## src/rtl/alu1_rr_arbiter.sv

```systemverilog
// alu1_rr_arbiter: round-robin sharing of one combinational Alu1 between NREQ requesters.
// Define ALU1_ARB_PERF_CNT_EN to add the grant_cnt/stall_cyc performance counters.
module alu1_rr_arbiter #(
    parameter int WIDTH = 64,
    parameter int NREQ = 4,
    parameter int ID_W = $clog2(NREQ),
    parameter int ALU1_CMD_WIDTH = 4,
    parameter logic [ALU1_CMD_WIDTH-1:0] ALU1_NR_COMMANDS = 8,
    parameter logic [ALU1_CMD_WIDTH-1:0] ALU1_OP_TRANSFER = 0
) (
    input  logic                           clk,
    input  logic                           rst,
`ifdef ALU1_ARB_PERF_CNT_EN
    output logic [NREQ*32-1:0]             grant_cnt,
    output logic [31:0]                    stall_cyc,
`endif
    input  logic [NREQ-1:0]                req_valid,
    output logic [NREQ-1:0]                req_ready,
    input  logic [NREQ*ALU1_CMD_WIDTH-1:0] req_cmd,
    input  logic [NREQ*WIDTH-1:0]          req_in1,
    input  logic [NREQ*WIDTH-1:0]          req_in2,
    output logic [ALU1_CMD_WIDTH-1:0]      alu_cmd,
    output logic [WIDTH-1:0]               alu_in1,
    output logic [WIDTH-1:0]               alu_in2,
    input  logic [WIDTH-1:0]               alu_out,
    input  logic                           alu_co,
    output logic                           rsp_valid,
    input  logic                           rsp_ready,
    output logic [ID_W-1:0]                rsp_id,
    output logic [WIDTH-1:0]               rsp_out,
    output logic                           rsp_co,
    output logic                           rsp_err
);
    localparam int CW = ALU1_CMD_WIDTH;

    typedef enum logic [1:0] {IDLE, EXEC, RESP} state_t;
    state_t state, state_nx;

    logic [ID_W-1:0]  last, win, hi, lo;
    logic             hi_found, any, open, accept, sel_err, err_q;
    logic [CW-1:0]    sel_cmd;
    logic [WIDTH-1:0] sel_in1, sel_in2;

    // hi: lowest valid index above last; lo: lowest valid overall (the wrap-around case)
    always_comb begin
        hi = '0;
        lo = '0;
        hi_found = 1'b0;
        any = 1'b0;
        for (int i = NREQ - 1; i >= 0; i--) begin
            if (req_valid[i] && ID_W'(i) > last) begin
                hi = ID_W'(i);
                hi_found = 1'b1;
            end
            if (req_valid[i]) begin
                lo = ID_W'(i);
                any = 1'b1;
            end
        end
        win = hi_found ? hi : lo;
    end

    always_comb begin
        sel_cmd = '0;
        sel_in1 = '0;
        sel_in2 = '0;
        for (int i = 0; i < NREQ; i++) begin
            if (ID_W'(i) == win) begin
                sel_cmd = req_cmd[i*CW +: CW];
                sel_in1 = req_in1[i*WIDTH +: WIDTH];
                sel_in2 = req_in2[i*WIDTH +: WIDTH];
            end
        end
    end

    assign open      = state == IDLE || (state == RESP && rsp_ready);
    assign accept    = open && any;
    assign req_ready = accept ? NREQ'(1) << win : '0;
    assign sel_err   = sel_cmd >= ALU1_NR_COMMANDS;
    assign rsp_valid = state == RESP;

    always_comb begin
        state_nx = state;
        if (accept)
            state_nx = EXEC;
        else if (state == EXEC)
            state_nx = RESP;
        else if (state == RESP && rsp_ready)
            state_nx = IDLE;
    end

    always_ff @(posedge clk) begin
        if (rst) begin
            state   <= IDLE;
            last    <= ID_W'(NREQ - 1);
            alu_cmd <= '0;
            alu_in1 <= '0;
            alu_in2 <= '0;
            err_q   <= 1'b0;
            rsp_id  <= '0;
            rsp_out <= '0;
            rsp_co  <= 1'b0;
            rsp_err <= 1'b0;
        end else begin
            state <= state_nx;
            if (accept) begin
                alu_cmd <= sel_err ? ALU1_OP_TRANSFER : sel_cmd;
                alu_in1 <= sel_in1;
                alu_in2 <= sel_in2;
                err_q   <= sel_err;
                rsp_id  <= win;
                last    <= win;
            end
            if (state == EXEC) begin
                rsp_out <= err_q ? '0 : alu_out;
                rsp_co  <= !err_q && alu_co;
                rsp_err <= err_q;
            end
        end
    end

`ifdef ALU1_ARB_PERF_CNT_EN
    always_ff @(posedge clk) begin
        if (rst) begin
            grant_cnt <= '0;
            stall_cyc <= '0;
        end else begin
            for (int i = 0; i < NREQ; i++)
                if (req_ready[i] && grant_cnt[i*32 +: 32] != '1)
                    grant_cnt[i*32 +: 32] <= grant_cnt[i*32 +: 32] + 32'd1;
            if (rsp_valid && !rsp_ready && stall_cyc != '1)
                stall_cyc <= stall_cyc + 32'd1;
        end
    end
`endif
endmodule

```

## config.mk

```make
export PLATFORM = sky130hd
export DESIGN_NAME = alu1_rr_arbiter
export DESIGN_NICKNAME = d
export VERILOG_FILES = /design/src/rtl/alu1_rr_arbiter.sv
export SDC_FILE = /design/constraint.sdc
export NUM_CORES = 1
export LEC_CHECK = 0
export ABC_AREA = 1
export CORE_AREA = 2 2 313 315
export DETAILED_ROUTE_END_ITERATION = 7
export DIE_AREA = 0 0 315 317
export PLACE_DENSITY = 0.36
export SYNTH_ARGS = -nofsm -noshare
export SYNTH_HDL_FRONTEND = slang
export SYNTH_SLANG_ARGS = --single-unit
export TNS_END_PERCENT = 5
```

## constraint.sdc

```tcl
create_clock -name clk -period 2.9 [get_ports clk]
set_clock_uncertainty 0.15 [all_clocks]
set_input_delay 0.725 -clock clk [delete_from_list [all_inputs] [get_ports clk]]
set_output_delay 0.725 -clock clk [all_outputs]
set_load 0.02 [all_outputs]
```

==> results.md <==
- Clock Latency Late Sink: 610 ps
- Max-cap violations: 0
- Clk root buf: clkbuf_16
- CTS tree: done
- Die Wd: 315 µm
- Final min period: 2821 ps
- Reg power frac: 0.272
- Die area: 0.09986 mm²
- Switch Pwr: 4.805 mW
- Iteration-0 DRC Markers: 550
- Setup slack, reg-to-reg: 550 ps
- Core area: 0.09628 mm²
- Per-cell routed wire length: 19.95 µm
- Mapped cell area: 0.01054 mm²
- Status: complete, no violations
- Worst hold path cell count: 2
- Largest family of logic cells by synthesized area: simple AND/OR/NAND/NOR gates
- CTS max path bufs: 3
- Placed Area: 0.02076 mm²
- Routed Antenna Nets: 0
- Clock share of power: 0.297
- # IOs: 805
- Layout overhead on the synthesized area: 107.2%
- Row cnt: 114
- Drt total wl: 74490 µm
- Post-synthesis mux area share: 0
- Reg2Reg Depth: 12
- Syn nets: 2207
- Post-layout util: 0.2268
- Synth cell types: 28
- Kind of critical path: input pin to primary output
- Max Clock Freq: 0.3544 GHz
- Synth Instances: 1607
- Setup violations, final: 0
- Layout Nets: 3034
- Total Neg Setup Slack: 0 ps
- Worst-path clk slew: 60 ps
- Detailed placement HPWL: 60150 µm
- Detailed-route vias per instance: 3.825
- # port buffers: 804
- Required time worst endpoint: 2030 ps
- Die height: 317 µm
- Area occupied by registers: 0.004106 mm²
- Initial antenna violation count: 12
- Cts bufs inserted: 30
- FF-to-FF Start: last[0]
- Routed vias: 14.28k
- Critical path endpoint category: primary output
- Footprint of the multi-input gates: 0.005776 mm²
- Slew HR: 0.5098
- Comb power frac: 0.431
- Post-Synth XOR/XNOR Area: 0
- Fin. max-slew vios: 0
- Reg2reg end: alu_in1[23]
- Switching share of power: 0.3724
- Leak: 8.297 nW
- DRC: 0
- VDD IR max: 375.9 µV
- Total Power: 12.90 mW
- P_int: 8.097 mW
- Synth Area in Compound Gates: 0.1859
- GRT Overall Usage: 0.1405
- Worst Min Path Start: alu_cmd[3]
- Share of layout cells above drive strength 1: 0.08880
- WHS Endpoint: alu_cmd[3]
- Vias in the first global route: 14.91k
- Period utilization: 0.9729
- Worst Path Max Fanout: 5
- Placer Congestion: 0.8931
- Yosys warns: 0
- Power per cell area: 590.8 mW/mm²
- HP Class: register to register
- H-tree Lvls: 1
- DRT Pass-1 Iters: 6
- Hold Buf Count CTS: 0
- Clock sink count: 205
- Synthesized flop and latch total: 205
- Crit path arrival time: 1950 ps
- Pin count of the biggest net entering global routing: 66
- Seq/Total Area, Yosys: 0.3894
- Avg Cell Area, Syn: 6.559 µm²
- Final hold vios: 0
- Synth Area in Simple Gates: 0.3564
- Critical Path Source Type: input pin
- Adder-cell share of the synthesized area: 0
- Design area: 0.02184 mm²
- First-pass GRT wire length: 104100 µm
- Slew @ Worst Pin: 735.3 ps
- GRT overflow: 0
- Filler cell count: 10.78k
- Initial core utilization: 0.1095
## cell usage in the layout, fill, tap and decap left out, types with 2 or more instances in the layout
master,count
nand2_4,2
clkdlybuf4s50_1,795
buf_12,31
inv_1,24
or2_2,12
inv_2,3
dfxtp_1,203
nor2_8,4
nor2_4,11
dfxtp_2,2
diode_2,3
nor2_1,222
clkbuf_16,30
clkbuf_1,7
a21oi_1,15
bufinv_16,3
dlygate4sd2_1,2
nand3_1,130
o21ai_1,180
clkbuf_8,5
a22oi_1,65
buf_4,82
clkinv_2,6
o21ai_2,9
o21ai_0,55
nand2_2,6
nor2_2,3
nand2_1,523
o211ai_1,13
## how the worst max path moves through the flow
stage,startpoint,endpoint,slack [ps],cells past startpoint
finish,rsp_ready,req_ready[1],80,7
global route,last[1],req_ready[1],-20,9
global placement,req_valid[2],alu_in1[23],-390,14
CTS,req_valid[2],req_ready[1],-50,10
floorplan,req_valid[3],req_ready[0],110,6
detailed placement,req_valid[0],alu_in1[23],-450,14
## area by class of cell
type / instances / area share
multi-input cells: 1255 / 0.2644
well taps: 1276 / 0.07310
clock buffers: 42 / 0.03873
clock inverters: 11 / 0.007275
inverters: 28 / 0.004927
diodes: 3 / 0.0003437
flip-flops and latches: 205 / 0.1880
repair buffers: 914 / 0.4232
## power groups by stage
stage / Combinational [mW] / Sequential [mW] / Clock, mW
after detailed placement: 5.64 / 3.56 / 0
final: 5.56 / 3.51 / 3.83
after global placement: 5.64 / 3.55 / 0
after floorplan: 1.96 / 4.02 / 0
after CTS: 5.67 / 3.51 / 4.04
after global routing: 6.06 / 3.56 / 4.12
## what timing repair did
item | 4_1_cts | 5_1_grt
hold endpoints to repair | 0 | 0
gates resized for setup | 9 | 13
endpoints found under the setup margin | 4 | 4
setup buffers | 2 | 2
pin swaps | 1 | 6
## critical path: stages
cell and delay, ps:
clkdlybuf4s50_1 470, o21bai_2 100, a21oi_4 210, nand2_2 110, nor2_4 100, buf_4 130
buf_12 100
## layer usage
metal | vias to the layer above | GRT usage | part of all wire | wire length (µm)
met5 | - | 0 | 0.00083 | 62
met4 | 10 | 0.03301 | 0.023 | 1690
met3 | 92 | 0.04109 | 0.081 | 6058
met2 | 532 | 0.2542 | 0.50 | 37310
met1 | 6708 | 0.1617 | 0.39 | 29370
li1 | 6941 | - | - | -
## cell families (layout without fill, tap and decap cells)
kind of cell           count (synthesis)  in the layout
AOI/OAI and AO/OA                    340            340
DFF                                  205            205
buffers and inverters                147            995
and+or+nand+nor                      915            915
other                                  0              3
## state kept, by name (all words and copies together), names as in the netlist
name / flops
alu_in1: 64
alu_in2: 64
rsp_out: 64
alu_cmd: 4
last: 2
rsp_id: 2
state: 2
err_q: 1
rsp_co: 1
rsp_err: 1
## synth_stat cells
master,instances,share of area
nand2_1,527,0.19
nor2_1,228,0.081
dfxtp_1,205,0.39
o21ai_1,180,0.085
nand3_1,130,0.062
a22oi_1,65,0.046
clkbuf_1,57,0.020
o21ai_0,55,0.026
buf_2,39,0.019
inv_1,25,0.0089
a21oi_1,15,0.0071
o211ai_1,13,0.0093
buf_6,12,0.013
or2_2,12,0.0071
o21ai_2,9,0.0075
buf_4,8,0.0057
nor2_4,5,0.0053
nor2_8,4,0.0076
buf_1,3,0.0011
inv_2,3,0.0011
nand2_2,3,0.0018
nor2_2,3,0.0018
a21oi_4,1,0.0015
nand2_4,1,0.0011
nand4_1,1,0.00059
nor3_1,1,0.00047
o21ai_4,1,0.0015
o21bai_2,1,0.0011
## per-stage QoR
stage | hold slack [ps] | instances | setup slack, ps
final | 293.9 | 3734 | 78.54
after global routing | 317.4 | 3733 | -23.60
after CTS | 293.2 | 3729 | -46.28
after detailed placement | 280.7 | 3674 | -450.6
after global placement | 283.7 | 3674 | -392.2
after floorplan | 294.1 | 1607 | 111.3
Note: power is estimated with default switching activity, not from simulation.
